## src/rtl/ntsc_video_gen_p.sv

```systemverilog
// rtl/ntsc_video_gen_p.sv - parametrised monochrome NTSC field generator
// Three-stage pipeline: scan counters -> pixel address/flags -> DAC code/status.
module ntsc_video_gen_p #(
  parameter int CLKS_PER_LINE   = 635,
  parameter int HSYNC_CLKS      = 47,
  parameter int BACK_PORCH_CLKS = 58,
  parameter int H_PIXELS        = 32,
  parameter int CLKS_PER_PIXEL  = 16,
  parameter int LINES_PER_FIELD = 262,
  parameter int VSYNC_LINES     = 3,
  parameter int VBLANK_LINES    = 20,
  parameter int V_PIXELS        = 16,
  parameter int LINES_PER_PIXEL = 14,
  parameter int ADDR_W          = 9,
  parameter int PIX_W           = 2,
  parameter int DAC_W           = 2,
  parameter int SYNC_LEVEL      = 0,
  parameter int BLANK_LEVEL     = 1,
  parameter int BLACK_LEVEL     = 1
) (
  input  logic              clk,
  input  logic              reset,
  input  logic [1:0]        mode,
  input  logic [PIX_W-1:0]  pix_data,
  output logic [ADDR_W-1:0] pixelmem_address,
  output logic [DAC_W-1:0]  dacout,
  output logic              hsync,
  output logic              vsync,
  output logic              active,
  output logic              field_start
);

  localparam int H_W    = $clog2(CLKS_PER_LINE + 1);
  localparam int V_W    = $clog2(LINES_PER_FIELD + 1);
  localparam int HSUB_W = (CLKS_PER_PIXEL > 1) ? $clog2(CLKS_PER_PIXEL) : 1;
  localparam int COL_W  = (H_PIXELS > 1) ? $clog2(H_PIXELS) : 1;
  localparam int VSUB_W = (LINES_PER_PIXEL > 1) ? $clog2(LINES_PER_PIXEL) : 1;
  localparam int ROW_W  = (V_PIXELS > 1) ? $clog2(V_PIXELS) : 1;
  localparam int SUM_W  = ((DAC_W > PIX_W) ? DAC_W : PIX_W) + 1;
  localparam int H_START = HSYNC_CLKS + BACK_PORCH_CLKS;
  localparam int H_END   = H_START + H_PIXELS * CLKS_PER_PIXEL;
  localparam int V_START = VBLANK_LINES;
  localparam int V_END   = V_START + V_PIXELS * LINES_PER_PIXEL;
  localparam int DAC_MAX = (1 << DAC_W) - 1;

  // Stage 1: scan position and dividerless column/row sub-counters
  logic [H_W-1:0]    h_q, h_d;
  logic [V_W-1:0]    v_q, v_d;
  logic [HSUB_W-1:0] hsub_q, hsub_d;
  logic [COL_W-1:0]  col_q, col_d;
  logic [VSUB_W-1:0] vsub_q, vsub_d;
  logic [ROW_W-1:0]  row_q, row_d;
  logic [1:0]        mode_q, mode_d;

  // Stage 2: address plus region flags for the same position
  logic [ADDR_W-1:0] addr_q, addr_d;
  logic              s2_vsl_q, s2_vsl_d, s2_tip_q, s2_tip_d;
  logic              s2_hs_q, s2_hs_d, s2_act_q, s2_act_d, s2_fs_q, s2_fs_d;
  logic [PIX_W-1:0]  s2_col_q, s2_col_d;
  logic [1:0]        s2_mode_q;

  // Stage 3: registered outputs
  logic [DAC_W-1:0]  dac_q, dac_d;
  logic              hs_q, hs_d, vs_q, vs_d, act_q, act_d, fs_q, fs_d;

  logic                   h_last, v_last, h_in, v_in, in_act, at_origin;
  logic [PIX_W+COL_W-1:0] col_ext;
  logic [PIX_W-1:0]       pixel;
  logic [SUM_W-1:0]       sum;

  always_comb begin
    h_last    = (h_q == H_W'(CLKS_PER_LINE - 1));
    v_last    = (v_q == V_W'(LINES_PER_FIELD - 1));
    h_in      = (h_q >= H_W'(H_START)) && (h_q < H_W'(H_END));
    v_in      = (v_q >= V_W'(V_START)) && (v_q < V_W'(V_END));
    in_act    = h_in && v_in;
    at_origin = (h_q == '0) && (v_q == '0);

    h_d    = h_last ? '0 : h_q + H_W'(1);
    v_d    = v_q;
    hsub_d = '0;
    col_d  = '0;
    vsub_d = vsub_q;
    row_d  = row_q;
    if (h_last) v_d = v_last ? '0 : v_q + V_W'(1);

    if (h_in) begin
      if (hsub_q == HSUB_W'(CLKS_PER_PIXEL - 1)) begin
        hsub_d = '0;
        col_d  = (col_q == COL_W'(H_PIXELS - 1)) ? '0 : col_q + COL_W'(1);
      end else begin
        hsub_d = hsub_q + HSUB_W'(1);
        col_d  = col_q;
      end
    end

    // Row tracking only advances at end of line; reset whenever outside picture
    if (h_last) begin
      if (!v_in) begin
        vsub_d = '0;
        row_d  = '0;
      end else if (vsub_q == VSUB_W'(LINES_PER_PIXEL - 1)) begin
        vsub_d = '0;
        row_d  = (row_q == ROW_W'(V_PIXELS - 1)) ? '0 : row_q + ROW_W'(1);
      end else begin
        vsub_d = vsub_q + VSUB_W'(1);
      end
    end

    mode_d   = at_origin ? mode : mode_q;
    addr_d   = in_act ? (ADDR_W'(row_q) * ADDR_W'(H_PIXELS) + ADDR_W'(col_q)) : addr_q;
    s2_vsl_d = (v_q < V_W'(VSYNC_LINES));
    s2_tip_d = (h_q < H_W'(CLKS_PER_LINE - HSYNC_CLKS));
    s2_hs_d  = (h_q < H_W'(HSYNC_CLKS));
    s2_act_d = in_act;
    s2_fs_d  = at_origin;
    col_ext  = {{PIX_W{1'b0}}, col_q};
    s2_col_d = col_ext[PIX_W-1:0];
  end

  always_comb begin
    case (s2_mode_q)
      2'd0:    pixel = '0;
      2'd1:    pixel = '1;
      2'd2:    pixel = s2_col_q;
      default: pixel = pix_data;
    endcase
    sum   = SUM_W'(BLACK_LEVEL) + SUM_W'(pixel);
    dac_d = DAC_W'(BLANK_LEVEL);
    hs_d  = 1'b0;
    vs_d  = 1'b0;
    act_d = 1'b0;
    fs_d  = s2_fs_q;
    if (s2_vsl_q) begin
      vs_d  = 1'b1;
      dac_d = s2_tip_q ? DAC_W'(SYNC_LEVEL) : DAC_W'(BLANK_LEVEL);
    end else if (s2_hs_q) begin
      hs_d  = 1'b1;
      dac_d = DAC_W'(SYNC_LEVEL);
    end else if (s2_act_q) begin
      act_d = 1'b1;
      dac_d = (sum > SUM_W'(DAC_MAX)) ? DAC_W'(DAC_MAX) : DAC_W'(sum);
    end
  end

  always_ff @(posedge clk or negedge reset) begin
    if (!reset) begin
      h_q       <= '0;
      v_q       <= '0;
      hsub_q    <= '0;
      col_q     <= '0;
      vsub_q    <= '0;
      row_q     <= '0;
      mode_q    <= 2'd3;
      addr_q    <= '0;
      s2_vsl_q  <= 1'b0;
      s2_tip_q  <= 1'b0;
      s2_hs_q   <= 1'b0;
      s2_act_q  <= 1'b0;
      s2_fs_q   <= 1'b0;
      s2_col_q  <= '0;
      s2_mode_q <= 2'd3;
      dac_q     <= DAC_W'(BLANK_LEVEL);
      hs_q      <= 1'b0;
      vs_q      <= 1'b0;
      act_q     <= 1'b0;
      fs_q      <= 1'b0;
    end else begin
      h_q       <= h_d;
      v_q       <= v_d;
      hsub_q    <= hsub_d;
      col_q     <= col_d;
      vsub_q    <= vsub_d;
      row_q     <= row_d;
      mode_q    <= mode_d;
      addr_q    <= addr_d;
      s2_vsl_q  <= s2_vsl_d;
      s2_tip_q  <= s2_tip_d;
      s2_hs_q   <= s2_hs_d;
      s2_act_q  <= s2_act_d;
      s2_fs_q   <= s2_fs_d;
      s2_col_q  <= s2_col_d;
      s2_mode_q <= mode_d;
      dac_q     <= dac_d;
      hs_q      <= hs_d;
      vs_q      <= vs_d;
      act_q     <= act_d;
      fs_q      <= fs_d;
    end
  end

  assign pixelmem_address = addr_q;
  assign dacout           = dac_q;
  assign hsync            = hs_q;
  assign vsync            = vs_q;
  assign active           = act_q;
  assign field_start      = fs_q;

endmodule

```

## config.mk

```make
export PLATFORM = sky130hd
export DESIGN_NAME = ntsc_video_gen_p
export DESIGN_NICKNAME = d
export VERILOG_FILES = /design/src/rtl/ntsc_video_gen_p.sv
export SDC_FILE = /design/constraint.sdc
export NUM_CORES = 1
export LEC_CHECK = 0
export CAP_MARGIN = 10
export CORE_MARGIN = 2
export CORE_UTILIZATION = 35
export DETAILED_ROUTE_END_ITERATION = 12
export PLACE_DENSITY = 0.54
export SYNTH_ARGS = -nofsm -noshare
export SYNTH_HDL_FRONTEND = slang
export SYNTH_SLANG_ARGS = --single-unit
```

## constraint.sdc

```tcl
create_clock -name clk -period 5.8 [get_ports clk]
set_input_delay 0.87 -clock clk [delete_from_list [all_inputs] [get_ports clk]]
set_output_delay 0.87 -clock clk [all_outputs]
set_load 0.01 [all_outputs]
```

=== Word level (Yosys, flattened, before mapping) ===
Cells that the tools add are included.

* Equal/unequal tests: 10
* Reductions and logical operators: 8
* Magnitude comparators: 8
* Multiplexer cells: 24
* $add $sub $neg: 8

{| class="wikitable"
|+ Operators by type and width
! cell !! number
|-
| 4-bit two-way mux || 7
|-
| 10-bit < comparator, second input constant || 2
|-
| 5-bit two-way mux || 3
|-
| 4-bit by 1-bit adder with 4-bit output, second input constant || 3
|-
| 4-bit equality test, second input constant || 3
|-
| 10-bit by 1-bit adder with 10-bit output, second input constant || 1
|-
| 10-bit equality test, second input constant || 1
|-
| 10-bit by 7-bit greater-or-equal comparator with 1-bit output, second input constant || 1
|-
| 10-bit zero test || 1
|-
| 10-bit by 6-bit < comparator with 1-bit output, second input constant || 1
|-
| 10-bit two-way mux || 1
|-
| 9-bit by 1-bit adder with 9-bit output, second input constant || 1
|-
| 9-bit by 5-bit adder with 9-bit output || 1
|-
| 9-bit equality test, second input constant || 1
|-
| 9-bit by 5-bit greater-or-equal comparator with 1-bit output, second input constant || 1
|-
| 9-bit zero test || 1
|-
| 9-bit by 2-bit < comparator with 1-bit output, second input constant || 1
|-
| 9-bit by 8-bit < comparator with 1-bit output, second input constant || 1
|-
| 9-bit two-way mux || 1
|-
| 2-bit two-way mux || 4
|-
| 1-bit two-way mux || 7
|-
| 2-bit one-hot mux with 3 select lines || 1
|-
| 5-bit by 1-bit adder with 5-bit output, second input constant || 1
|-
| 5-bit equality test, second input constant || 1
|-
| other kinds (8) || 12
|}

* Word-level logic and storage cells: 77
* Register bits after elaboration: 60
* Output and inout bits: 15

=== Longest topological paths before layout ===
Gate-level depths: netlist of the first run.

* Depth after elaboration: 8
* Gate-level depth with buffers: 8
* Depth with buffers taken out: 7

=== Worst setup path after synthesis of the first run ===
OpenSTA, ideal clock, no wires.

* Path kind: reg2reg
* From: register h_q[0]
* To: register addr_q[0] (netlist: pixelmem_address[0])
* Library setup time: 0.125 ns
* Arrival: 2.023 ns
* Path buffers: 1
* Cell stages (with the launch flop): 9
* Data required time: 5.675 ns
* Clock period less this slack: 2.148 ns
* Setup slack: 3.652 ns
* Path through: dfrtp_1 -> inv_1 -> ha_1 -> nand2b_4 -> o31a_1 -> o311ai_4 -> nand2b_1 -> buf_6 -> mux2_4

* Word-level cells in the longest chain between the ends: 3
* Elaborated cells on any way between the ends: 4
* Those cells by class: order compare (2); reduce/logical (2)

{| class="wikitable"
|+ RTL lines
! what !! line !! RTL
|-
| start: declaration || 47 || <nowiki>logic [H_W-1:0] h_q, h_d;</nowiki>
|-
| start signal: assignment || 148 || <nowiki>h_q <= '0;</nowiki>
|-
| start signal: assignment || 169 || <nowiki>h_q <= h_d;</nowiki>
|-
| 10-bit by 7-bit greater-or-equal comparator with 1-bit output or 10-bit < comparator (tied branches) || 74 || <nowiki>h_in = (h_q >= H_W'(H_START)) && (h_q < H_W'(H_END));</nowiki>
|-
| 1-bit logical AND (*) || 74 ||
|-
| 1-bit logical AND (*) || 76 || <nowiki>in_act = h_in && v_in;</nowiki>
|-
| end signal: assignment || 176 || <nowiki>addr_q <= addr_d;</nowiki>
|-
| end: declaration || 56 || <nowiki>logic [ADDR_W-1:0] addr_q, addr_d;</nowiki>
|}

Every way passes the cells marked *; elsewhere a longest branch is shown, timed or not.
A chain may end at the register's enable or synchronous reset.

=== Worst setup path in the final report of the first run ===
* From: register h_q[0]
* To: register addr_q[1] (netlist: pixelmem_address[1])

The elaborated chain is that of the path after synthesis.

==> impl_metrics.tcl, run 1 <==
set metrics [dict create \
    swShare 0.185 \
    cts_resized 0 \
    yosysSeqAreaShare 0.520 \
    maxCapViolations 0 \
    io_pins 21 \
    crit_buf_inv 1 \
    cts_tree "built" \
    synth-xor-area-share 0.0303 \
    yosys.area.top_type "dfrtp_1" \
    antenna_found_initial 0 \
    worstPathArrival_ps 2860 \
    synth_top_family_by_area "simple AND/OR/NAND/NOR gates" \
    worstPathRequired_ps 6030 \
    clockRootBuffer "clkbuf_8" \
    cts_buffers 9 \
    drt_pass1_iterations 4 \
    end_kind "flip-flop" \
    grt_max_degree 61 \
    grt_pass1_wl_mm 9.25 \
    synthArstFlopShare 1.00 \
    finalSetupViolations 0 \
    outcome "finished clean" \
    synth_seq_cells 60 \
    cp_max_fo 10 \
    routed_wl_mm 5.32 \
    port_buffers 20 \
    finClkSkew_ps 11.4 \
    cts_setup_buffers 0 \
    muxShareOfSynthArea 0.0653 \
    synth_area_leaders "dfrtp_1, ha_1, mux2_4" \
    avgSynthCellArea_sq_um 11.0 \
    clk_latency_ps 340 \
    wl_met2_mm 2.47 \
    final_cells 398 \
    irDropWorstVdd_mv 0.117 \
    dp.cells 382 \
    min_period_over_period 0.453 \
    netlist.area_leader.share 0.493 \
    synth_nets 281 \
    grt_pass1_vias 1965 \
    seqPwrFrac 0.441 \
    slowest_delay_ps 620 \
    startpoint_type "flip-flop" \
    fin_crit_ps 2630 \
    tightest_slew_ps 745 \
    wl_met1_mm 2.58 \
    dp_slack_ps 3160 \
    cp_cell_sequence "inv_1 -> ha_1 -> nand2b_4 -> o31a_1 -> o311ai_4 -> nand2b_1 -> mux2_4" \
    cp_slowest_cell "nand2b_1" \
    vias 1994 \
    die_w_um 94.9 \
    start_util 0.356 \
    routed_via_density 5.01 \
    synth_fa_ha_area_frac 0.0562 \
    synth_ff_type "dfrtp_1" \
    fp.coreArea_sq_mm 0.00813 \
    total_power_uw 953 \
    fp.dieH_um 94.9 \
    finish.net_count 307 \
    placed_area_sq_mm 0.00318 \
    combinationalPowerShare 0.015 \
    fp-row-count 33 \
    grt_usage 0.134 \
    p_int_uw 777 \
    power_switching_uw 176 \
    relSlewSlack 0.503 \
    fin_tns_setup_ps 0 \
    ctsHoldBuffers 0 \
    clock_path_buffers 2 \
    timing.fmax_mhz 380 \
    synth_simple_gate_area_share 0.187 \
    yosysWarnings 0 \
    crit_type "reg2reg" \
    hp-class "reg2reg" \
    path_delay_family "compound AO/OA/AOI/OAI gates" \
    wl_per_cell_um 13.4 \
    cts.sinks 60 \
    die_area_sq_mm 0.00901 \
    synth_common_cells "dfrtp_1, o21ai_0, nor2_1" \
    layout_setup_ws_ps 3170 \
    grt.overflow.total 0 \
    wl_met3_um 193 \
    highest_layer "met4" \
    place_congestion 0.746 \
    final_cell_area_sq_mm 0.00346 \
    yosysUniqueCellTypes 52 \
    clkPwrFrac 0.544 \
    ant_nets 0 \
    antenna_cells 0 \
    power.density_mw_per_mm2 276 \
    synth_edf_count 0 \
    htree_levels 3 \
    rsz0062_at_grt "false" \
    fillers 764 \
    synth_compound_area_frac 0.112 \
    drc 0 \
    cts.reportedPaths.clkPinSlew_ps 70 \
    dp.final_hpwl_mm 3.48 \
    hold_viol 0 \
    syn_area_sq_mm 0.00289 \
    yosysMostFrequentCell "dfrtp_1" \
    drt-initial-drc-count 90 \
    drive_above_1_share 0.147 \
    p_leak_nw 1.56 \
    finalMaxSlewViolations 0 \
    synthCells 262 \
    area.growth.synth_to_final_pct 19.5 \
]
[power groups by stage]
stage	sequential, mW	clock (mW)	combinational (mW)
after global routing	0.420	0.553	0.0162
after floorplan	0.428	0	0.00237
final	0.420	0.519	0.0139
after global placement	0.428	0	0.0146
after detailed placement	0.428	0	0.0147
after CTS	0.420	0.530	0.0148
[worst paths after layout]
path,from,endpoint,slack (ps),depth (start not counted)
max,h_q[0],pixelmem_address[1],3170,7
min,fs_d,field_start,350,0
max reg2reg,h_q[0],pixelmem_address[1],3170,7
min reg2reg,fs_d,field_start,350,0
max in group asynchronous,reset,h_q[0],4630,2
min in group asynchronous,reset,vsync,680,2
[per-stage QoR]
step	util	hold slack [ps]
after floorplan	-	331
after global placement	0.391	340
after detailed placement	0.391	340
after CTS	0.425	356
after global routing	0.425	370
final	0.425	353
[area by class of cell]
cell class                      instances  area [sq um]  area share
Sequential cell                        60          1510       0.435
Multi-Input combinational cell        185          1300       0.377
Timing Repair Buffer                   21           203      0.0586
Clock inverter                          4           120      0.0347
Inverter                               11          41.3      0.0119
Tap cell                              105           131      0.0380
Clock buffer                           12           155      0.0448
[sequential cells by signal, summed over array words and instances, names as in the netlist]
signal and flops:
row_q 4, s2_col_q 2, h_q 10, hsub_q 4, v_q 9, field_start 1, fs_d 1, col_q 5
dacout 2, s2_tip_q 1, hsync 1, active 1, s2_act_q 1, s2_hs_q 1, pixelmem_address 9, vsub_q 4
s2_vsl_q 1, vsync 1, s2_mode_q 2
[placed cells by master (no fill, tap or decap), drive strengths merged, types with 2 or more instances in the layout]
cell type | netlist | final
or3 | 2 | 2
buf | 5 | 2
nor4 | 2 | 2
nand4 | 5 | 5
nand3 | 16 | 16
xnor2 | 5 | 5
and3 | 6 | 6
xor2 | 5 | 5
nand4b | 2 | 2
inv | 11 | 11
o31a | 2 | 2
nor3 | 5 | 5
nand2 | 17 | 17
nor3b | 4 | 4
mux2i | 2 | 2
o22ai | 2 | 2
and2 | 3 | 3
dfrtp | 57 | 57
a21o | 2 | 2
mux2 | 12 | 12
a21oi | 12 | 12
clkdlybuf4s50 | 0 | 19
ha | 13 | 13
and4 | 3 | 3
o21ai | 22 | 22
dfstp | 3 | 3
nand2b | 5 | 5
clkbuf | 1 | 12
nor2 | 20 | 20
bufinv | 0 | 4
a31oi | 3 | 3
o31ai | 3 | 3
[routing by layer]
metal / vias to the layer above / track usage
met3: 5 / 0.0431
met1: 974 / 0.172
li1: 984 / -
met5: - / 0
met4: 0 / 0.0688
met2: 31 / 0.204
[cells by family after synthesis]
kind of cell / Yosys count
buffers and inverters: 17
adders and majority gates: 13
AOI/OAI and AO/OA: 51
and+or+nand+nor: 97
xor gates and xnor gates: 10
muxes: 14
DFF: 60
No activity file was read; power rests on OpenSTA's default activity.
==> run 2, diff against run 1 <==
--- a/config.mk
+++ b/config.mk
@@ -9,7 +9,7 @@
 export CORE_MARGIN = 2
 export CORE_UTILIZATION = 35
 export DETAILED_ROUTE_END_ITERATION = 12
-export PLACE_DENSITY = 0.54
+export PLACE_DENSITY = 0.56
 export SYNTH_ARGS = -nofsm -noshare
 export SYNTH_HDL_FRONTEND = slang
 export SYNTH_SLANG_ARGS = --single-unit
==> constraint.sdc (replaced) <==
create_clock -name clk -period 2.15 [get_ports clk]
set_input_delay 0.3225 -clock clk [delete_from_list [all_inputs] [get_ports clk]]
set_output_delay 0.3225 -clock clk [all_outputs]
set_load 0.01 [all_outputs]
==> impl_metrics.tcl, run 2 (synthesis gave the netlist of run 1 again) <==
set metrics [dict create \
    vias 2025 \
    fin_tns_setup_ps 0 \
    area.growth.synth_to_final_pct 21.8 \
    crit_type "reg2reg" \
    io_pins 21 \
    dp.final_hpwl_mm 3.90 \
    fp.dieH_um 94.9 \
    wl_met1_mm 2.70 \
    cts.sinks 60 \
    wl_met3_um 123 \
    worstPathArrival_ps 2270 \
    total_power_mw 2.20 \
    port_buffers 20 \
    hold-worst-slack_ps 375 \
    tightest_slew_ps 555 \
    drc 0 \
    wl_met2_mm 2.57 \
    die_w_um 94.9 \
    antenna_cells 0 \
    grt_usage 0.137 \
    timing.fmax_mhz 489 \
    grt_pass1_wl_mm 9.38 \
    maxCapViolations 0 \
    drt_pass1_iterations 4 \
    clock_path_buffers 2 \
    routed_wl_mm 5.54 \
    hp-class "reg2reg" \
    worstPathRequired_ps 2370 \
    power.density_mw_per_mm2 625 \
    outcome "finished clean" \
    routed_via_density 4.90 \
    finish.net_count 322 \
    start_util 0.356 \
    min_period_over_period 0.950 \
    die_area_sq_mm 0.00901 \
    relSlewSlack 0.630 \
    clk_latency_ps 340 \
    final_cell_area_sq_mm 0.00353 \
    htree_levels 3 \
    grt_max_degree 39 \
    cts_tree "built" \
    place_congestion 0.762 \
    fin_crit_ps 2040 \
    irDropWorstVdd_mv 0.324 \
    finalSetupViolations 0 \
    r2r_slack_ps 110 \
    rsz0062_at_grt "false" \
    grt_pass1_vias 1975 \
    cts_buffers 9 \
    grt.overflow.total 0 \
    hold_viol 0 \
    largest_register "h_q" \
    largest_reg_flops 10 \
    drive_above_1_share 0.188 \
    cts.reportedPaths.clkPinSlew_ps 70 \
    fp-row-count 33 \
    highest_layer "met4" \
    finClkSkew_ps 10.9 \
    finalMaxSlewViolations 0 \
    end_kind "flip-flop" \
    final_cell_mix "dfrtp_1, o21ai_0, nor2_1" \
    cts_setup_buffers 0 \
    fp.coreArea_sq_mm 0.00813 \
    ant_nets 0 \
    placed_area_sq_mm 0.00331 \
    drt-initial-drc-count 49 \
    wl_per_cell_um 13.4 \
    antenna_found_initial 0 \
    final_common_cell "dfrtp_1" \
    cp_max_fo 10 \
    startpoint_type "flip-flop" \
    p_leak_nw 1.60 \
    clockRootBuffer "clkbuf_8" \
]
## run 2: cell count changes in the layout (fill, tap and decap cells not counted), sizes merged
cell,change
dlygate4sd3,+1
bufinv,-3
clkinv,+3
clkinvlp,+2
clkbuf,-2
buf,+14
## run 2: final timing paths
path | endpoint | startpoint | cells past startpoint
worst min-delay path | dacout[0] | s2_tip_q | 1
max in group asynchronous | vsub_q[2] | reset | 3
worst min register to register | dacout[0] | s2_tip_q | 1
worst max register to register | pixelmem_address[4] | h_q[0] | 8
min in group asynchronous | hsub_q[1] | reset | 2
worst max-delay path | pixelmem_address[4] | h_q[0] | 8
## run 2: stage by stage
step,setup WS (ps),std cells,util
2_1_floorplan,2.09,262,-
3_3_place_gp,155,396,0.407
3_5_place_dp,103,396,0.407
4_1_cts,87.3,413,0.433
5_1_grt,17.3,413,0.433
6_report,107,413,0.433
## run 2: power breakdown
part	total, mW	switching (mW)	leakage (nW)	internal, mW
Sequential	1.13	0.00213	0.798	1.13
Clock	1.03	0.463	0.0983	0.564
Combinational	0.0433	0.0270	0.707	0.0163
## run 2: critical path, cell delays in order (launching register included)
cell and delay (ps):
dfrtp_1 390, inv_1 90, ha_1 200, nand2b_4 70, o31a_1 270, o311ai_4 260, nand2b_1 190, buf_12 160
mux2_4 300
## run 2: layout make-up
class	instances	area (sq um)
clock buffers	10	138
clock inverters	6	63.8
fillers	777	4610
inverters	11	41.3
multi-input cells	185	1300
flip-flops and latches	60	1510
well taps	105	131
repair buffers	36	343
## run 2: metal layers
metal / vias up / GRT usage
li1: 1019 / -
met2: 27 / 0.213
met3: 11 / 0.0263
met5: - / 0
met1: 968 / 0.176
met4: 0 / 0.0833
## run 2: repair_timing
action                    4_1_cts  5_1_grt
hold buffers                    1        0
gates resized for setup         0        0
hold endpoints to repair       19        0
==> run 3, diff against run 2 <==
--- a/config.mk
+++ b/config.mk
@@ -9,7 +9,8 @@
 export CORE_MARGIN = 2
 export CORE_UTILIZATION = 35
 export DETAILED_ROUTE_END_ITERATION = 12
-export PLACE_DENSITY = 0.56
+export GPL_TIMING_DRIVEN = 1
+export PLACE_DENSITY = 0.54
 export SYNTH_ARGS = -nofsm -noshare
 export SYNTH_HDL_FRONTEND = slang
 export SYNTH_SLANG_ARGS = --single-unit
==> constraint.sdc (replaced) <==
create_clock -name clk -period 2.5 [get_ports clk]
set_input_delay 0.375 -clock clk [delete_from_list [all_inputs] [get_ports clk]]
set_output_delay 0.375 -clock clk [all_outputs]
set_load 0.01 [all_outputs]
==> impl_metrics.tcl, run 3 (synthesis gave the netlist of run 1 again) <==
set metrics [dict create \
    tightest_slew_ps 752 \
    relSlewSlack 0.499 \
    drive_above_1_share 0.158 \
    antenna_cells 0 \
    r2r.worst_path.cells 8 \
    largest_reg_flops 10 \
    cp_max_fo 10 \
    drc 0 \
    hold_viol 0 \
    crit_buf_inv 2 \
    cp_num_cells 8 \
    vias 2001 \
    seq_area_sq_mm 0.00151 \
    cts.sinks 60 \
    p_int_mw 1.50 \
    finalMaxSlewViolations 0 \
    start_util 0.356 \
    drt-initial-drc-count 93 \
    clkPwrFrac 0.466 \
    seqPwrFrac 0.517 \
    cts_tree "built" \
    fp.dieH_um 94.9 \
    clockRootBuffer "clkbuf_8" \
    fin_crit_ps 2160 \
    final_cell_area_sq_mm 0.00342 \
    swShare 0.207 \
    largest_register "h_q" \
    rsz0062_at_grt "false" \
    grt.overflow.total 0 \
    maxCapViolations 0 \
    place_congestion 0.766 \
    clock_path_buffers 2 \
    fillers 779 \
    htree_levels 3 \
    cts_setup_buffers 0 \
    port_buffers 20 \
    grt_pass1_vias 2029 \
    final_common_cell "dfrtp_1" \
    fp-row-count 33 \
    cts_resized 0 \
    grt_usage 0.132 \
    final_cell_mix "dfrtp_1, o21ai_0, nor2_1" \
    timing.fmax_mhz 464 \
    slowest_delay_ps 440 \
    startpoint_type "flip-flop" \
    power.density_mw_per_mm2 552 \
    routed_wl_mm 5.24 \
    fp.coreArea_sq_mm 0.00813 \
    min_period_over_period 0.862 \
    worstPathRequired_ps 2710 \
    area.growth.synth_to_final_pct 18.1 \
    irDropWorstVdd_mv 0.218 \
    hp-class "in2async" \
    grt_pass1_wl_mm 9.25 \
    ant_nets 0 \
    p_leak_nw 1.54 \
    cts.reportedPaths.clkPinSlew_ps 60 \
    cp_cell_sequence "inv_1 -> ha_1 -> nand2b_4 -> o31a_1 -> o311ai_4 -> nand2b_1 -> buf_4 -> mux2_4" \
    path_delay_family "compound AO/OA/AOI/OAI gates" \
    finClkSkew_ps 8.18 \
    worstPathArrival_ps 2370 \
    io_pins 21 \
    total_power_mw 1.89 \
    multi_input_area_sq_mm 0.00130 \
    finish.net_count 311 \
    ctsHoldBuffers 0 \
    end_kind "flip-flop" \
    crit_type "reg2reg" \
    routed_via_density 4.98 \
    die_area_sq_mm 0.00901 \
    wl_per_cell_um 13.0 \
    dp.final_hpwl_mm 3.58 \
    cp_slowest_cell "dfrtp_1" \
    placed_area_sq_mm 0.00321 \
    utilization 0.420 \
    grt_max_degree 61 \
    fin_tns_setup_ps 0 \
    cts_buffers 9 \
    drt_pass1_iterations 4 \
    clk_latency_ps 330 \
    die_w_um 94.9 \
    combinationalPowerShare 0.017 \
    finalSetupViolations 0 \
    antenna_found_initial 0 \
    power_switching_uw 390 \
    outcome "finished clean" \
]
-- run 3: changes by cell type in the layout (fill, tap and decap cells not counted) --
| cell | change |
|---|---|
| clkinvlp_4 | -1 |
| clkinv_4 | -1 |
| buf_4 | -8 |
| buf_12 | -2 |
| clkbuf_1 | +1 |
| dlygate4sd3_1 | -1 |
| clkbuf_8 | +1 |
-- run 3: power groups by stage --
stage               Clock, mW  Combinational, mW  Sequential, mW
finish                  0.879             0.0323           0.976
global route            0.949             0.0384           0.975
CTS                     0.910             0.0350           0.975
detailed placement          0             0.0345           0.993
global placement            0             0.0346           0.993
floorplan                   0            0.00551           0.993
-- run 3: final cells by class --
cell class	count	share of cell area
Sequential cell	60	0.440
Multi-Input combinational cell	185	0.382
Timing Repair Buffer	25	0.0681
Clock buffer	12	0.0454
Tap cell	105	0.0384
Clock inverter	4	0.0139
Inverter	11	0.0121
-- run 3: routing by layer --
layer	up-vias	global-route usage	part of all wire
met5	-	0	0
met2	30	0.216	0.48
met3	7	0.0239	0.030
met1	969	0.165	0.47
met4	0	0.0700	0.020
li1	995	-	-
-- run 3: final timing paths --
kind,end,from,slack [ps]
worst min register to register,field_start,fs_d,350
worst max-delay path,pixelmem_address[2],h_q[0],340
worst min-delay path,hsync,reset,210
min in group clk,field_start,fs_d,350
worst max register to register,pixelmem_address[2],h_q[0],340
max in group asynchronous,row_q[3],reset,1810
-- run 3: through the flow --
| stage | setup WS (ps) | hold WS, ps | std cells |
|---|---|---|---|
| detailed placement | 338 | 348 | 386 |
| global route | 227 | 296 | 402 |
| CTS | 317 | 237 | 402 |
| floorplan | 352 | 79.4 | 262 |
| global placement | 415 | 349 | 386 |
| finish | 345 | 205 | 402 |
